<file path="config.mk">
export PLATFORM = sky130hd
export DESIGN_NAME = count_pair_monitor
export DESIGN_NICKNAME = d
export VERILOG_FILES = /design/src/rtl/count_pair_monitor.sv
export SDC_FILE = /design/constraint.sdc
export NUM_CORES = 1
export LEC_CHECK = 0
export ABC_AREA = 1
export CORE_ASPECT_RATIO = 0.8
export CORE_UTILIZATION = 50
export CTS_CLUSTER_DIAMETER = 200
export CTS_CLUSTER_SIZE = 8
export DETAILED_ROUTE_END_ITERATION = 7
export PLACE_DENSITY = 0.77
export RECOVER_POWER = 100
export SLEW_MARGIN = 20
export SYNTH_ARGS = -nofsm -noshare
export SYNTH_HDL_FRONTEND = slang
export SYNTH_SLANG_ARGS = --single-unit
</file>
<file path="constraint.sdc">
create_clock -name clk -period 4.95 [get_ports clk]
set_input_delay 0.7425 -clock clk [delete_from_list [all_inputs] [get_ports clk]]
set_output_delay 0.7425 -clock clk [all_outputs]
set_load 0.01 [all_outputs]
</file>
<file path="src/rtl/count_pair_monitor.sv">
// rtl/count_pair_monitor.sv - checks up/down counter pair for complement and legal stepping
// Counts 15->0 wraps of up_count and latches a sticky cause code on the first violation.
module count_pair_monitor #(
   parameter int WRAP_W = 8
) (
   input  logic              clk,
   input  logic              reset,
   input  logic [3:0]        up_count,
   input  logic [3:0]        down_count,
   input  logic              clear,
   output logic              locked,
   output logic              err,
   output logic [1:0]        err_code,
   output logic              wrap_pulse,
   output logic [WRAP_W-1:0] wrap_count
);

   typedef enum logic [1:0] {
      S_IDLE  = 2'd0,
      S_SYNC  = 2'd1,
      S_TRACK = 2'd2,
      S_ERROR = 2'd3
   } state_t;

   state_t            state_q, state_d;
   logic [3:0]        prev_q, prev_d;
   logic              locked_q, locked_d;
   logic              err_q, err_d;
   logic [1:0]        err_code_q, err_code_d;
   logic              wrap_pulse_q, wrap_pulse_d;
   logic [WRAP_W-1:0] wrap_count_q, wrap_count_d;

   logic c_ok;
   logic s_ok;
   logic is_wrap;

   assign c_ok    = (down_count == ~up_count);
   assign s_ok    = (up_count == prev_q) || (up_count == prev_q + 4'd1);
   assign is_wrap = (prev_q == 4'hF) && (up_count == 4'h0);

   always_comb begin
      state_d      = state_q;
      prev_d       = prev_q;
      err_code_d   = err_code_q;
      wrap_pulse_d = 1'b0;
      wrap_count_d = wrap_count_q;

      if (clear) begin
         state_d      = S_IDLE;
         err_code_d   = 2'b00;
         wrap_count_d = '0;
      end else begin
         case (state_q)
            S_IDLE: state_d = S_SYNC;
            S_SYNC: begin
               if (c_ok) begin
                  prev_d  = up_count;
                  state_d = S_TRACK;
               end
            end
            S_TRACK: begin
               if (!c_ok || !s_ok) begin
                  state_d    = S_ERROR;
                  err_code_d = {~s_ok, ~c_ok};
               end else begin
                  prev_d = up_count;
                  if (is_wrap) begin
                     wrap_pulse_d = 1'b1;
                     // Saturate rather than roll over so the controller never sees a small count after many wraps.
                     if (wrap_count_q != '1) begin
                        wrap_count_d = wrap_count_q + 1'b1;
                     end
                  end
               end
            end
            S_ERROR: state_d = S_ERROR;
            default: state_d = S_IDLE;
         endcase
      end

      locked_d = (state_d == S_TRACK);
      err_d    = (state_d == S_ERROR);
   end

   always_ff @(posedge clk or negedge reset) begin
      if (!reset) begin
         state_q      <= S_IDLE;
         prev_q       <= 4'h0;
         locked_q     <= 1'b0;
         err_q        <= 1'b0;
         err_code_q   <= 2'b00;
         wrap_pulse_q <= 1'b0;
         wrap_count_q <= '0;
      end else begin
         state_q      <= state_d;
         prev_q       <= prev_d;
         locked_q     <= locked_d;
         err_q        <= err_d;
         err_code_q   <= err_code_d;
         wrap_pulse_q <= wrap_pulse_d;
         wrap_count_q <= wrap_count_d;
      end
   end

   assign locked     = locked_q;
   assign err        = err_q;
   assign err_code   = err_code_q;
   assign wrap_pulse = wrap_pulse_q;
   assign wrap_count = wrap_count_q;

endmodule

</file>
==> out/metrics.csv <==
metric,value,unit
outcome,"complete, no violations",
grt_max_degree,20,
cts_sinks,19,
initial_core_util,52.9,%
gp_congestion,0.891,
path_class,in2reg,
cts_made_buffers,3,
p_leak,0.874,nW
slew_violations,0,
yosys-top-cells-area,"dfrtp_1 37%, nand2_1 18%, nand3_1 8.1%, ha_1 6.8%, inv_1 5.8%",
post-cts-setup-buffers,0,
setup_viol,0,
grt_pass1_vias,1065,
clkSlewWorstSetupHoldPaths,120,ps
seq_power_share,50.0,%
core,0.00244,sq mm
layout_commonest_cell,nand2_1,
insertion_delay,310,ps
vdd_drop_max,0.137,mV
areaGrowthSynthToFinish,20.7,%
syn_avg_cell_area,7.13,sq um
ant_nets,0,
antenna_cells,0,
drive_gt1_share,7.28,%
synth_cells,181,
yosysSeqAreaShare,36.8,%
cp.arrival,2750,ps
filler_cell_count,209,
internal-power,242,uW
first_iter_violations,33,
grt_setup_unrepaired,false,
place_inst,238,
seqCellArea,475,sq um
hold_path_class,reg2reg,
hold_ws,518,ps
nets,225,
yosysTopAreaCellShare,36.8,%
die_w,58.8,um
startpoint_type,input port,
fin_cells,242,
p_comb_share,27.7,%
final_core_util,63.8,%
vias,1211,
cts_tree,done,
switching_share,34.6,%
drtPass1Iterations,4,
crit_path_end_kind,flop,
clock_power_share,22.3,%
cts_buffer_depth,2,
ys_types,27,
p_switching,128,uW
layout_common_cells,"65 x nand2_1, 22 x nand3_1, 21 x inv_1",
io_buffers,23,
worstMarginPinSlew,853,ps
root_buffer,clkbuf_4,
powerDensity,238,mW/mm^2
row_count,16,
critPathMaxFanout,9,
slew_headroom,42.9,%
yosys_warnings,0,
track_usage,21.2,%
overflow,0,
drv_cap,0,
final.min_clock_period,2510,ps
vias_per_cell,5.00,
grt_pass1_wl,4420,um
dp_hpwl,2040,um
wire_per_inst,11.1,um
syn-num-nets,199,
fin_tns_setup,0,ps
io_pins,24,
antenna_found_initial,0,
fin_crit_sh,50.7,%
ys_ff_latch,19,
netlist_area,0.00129,sq mm
clock_skew,13.2,ps
total_power,371,uW
htreeDepth,1,
finalHoldViolCount,0,
synth_largest_area_cell,dfrtp_1,
post-route-drc-count,0,
die_h,47.5,um
multi_input_area,692,sq um
drt_wl_total,2690,um
cp.required,5190,ps
ctsHoldBuffers,0,
cts_resized,0,
max_freq,398,MHz
die-area,0.00279,sq mm
==> critical path, stage by stage <==
cell and delay (ps):
dlygate4sd3_1 670, inv_1 90, nand2_1 70, nand2_1 40, nor2_1 120, nand2_1 110
inv_1 120, nand3_1 290, nand2_1 330, nand2_1 90, nand2_1 70
==> synth_stat cells, drive strengths merged <==
| cell type | number |
|---|---|
| and3 | 2 |
| xnor2 | 4 |
| dfrtp | 19 |
| inv | 23 |
| nand2 | 68 |
| ha | 7 |
| xor2 | 1 |
| or2 | 1 |
| a211oi | 1 |
| a21oi | 4 |
| o21ai | 1 |
| clkbuf | 2 |
| nand3 | 23 |
| nor2 | 18 |
| nor3 | 3 |
| nor3b | 1 |
| nand4 | 2 |
| nand3b | 1 |
==> layout make-up <==
type,instances,area share (%)
Clock buffer,3,1.44
Clock inverter,1,0.482
Inverter,23,5.54
Multi-Input combinational cell,137,44.4
Sequential cell,19,30.5
Tap cell,36,2.89
Timing Repair Buffer,23,14.8
==> kinds of logic (layout without fill, tap and decap cells) <==
kind of cell	count (synthesis)	in the layout	share of synthesized area, %
simple gates	119	119	42.9
fa+ha+maj	7	7	6.78
buf+inv	25	50	7.27
xor+xnor	5	5	3.39
compound gates	6	6	2.81
flops	19	19	36.8
==> final timing paths <==
path,start,depth (start not counted),slack [ps],endpoint
min reg2reg,err_code[0],2,520,err_code[0]
max,up_count[1],11,2440,wrap_count[6]
min,err_code[0],2,520,err_code[0]
max reg2reg,state_q[0],10,2850,wrap_count[6]
min in group asynchronous,reset,1,970,state_q[0]
max in group asynchronous,reset,1,3440,wrap_count[2]
==> power by group through the flow <==
| stage | registers [mW] | clock network [mW] | logic, mW |
|---|---|---|---|
| finish | 0.185 | 0.0825 | 0.103 |
| global route | 0.188 | 0.0902 | 0.119 |
| CTS | 0.185 | 0.0867 | 0.107 |
| detailed placement | 0.188 | 0 | 0.107 |
| global placement | 0.187 | 0 | 0.104 |
| floorplan | 0.185 | 0 | 0.0742 |
==> state kept, by name, indices dropped and copies added, names as in the netlist <==
signal      cells
wrap_count      8
prev_q          4
err_code        2
state_q         2
err             1
locked          1
wrap_pulse      1
==> through the flow <==
stage,cell area [sq um],setup slack (ps)
after detailed placement,1560,2510
after global placement,1560,2560
after floorplan,1290,3290
after CTS,1590,2860
after global routing,1560,2290
final,1560,2440
==> metal layers <==
layer | routed length, um | track usage [%] | vias to the layer above
li1 | - | - | 620
met1 | 1330 | 27.6 | 555
met2 | 1210 | 36.8 | 32
met3 | 133 | 4.86 | 4
met4 | 22 | 4.29 | 0
met5 | 0 | 0 | -
No activity file was read; power rests on OpenSTA's default activity.
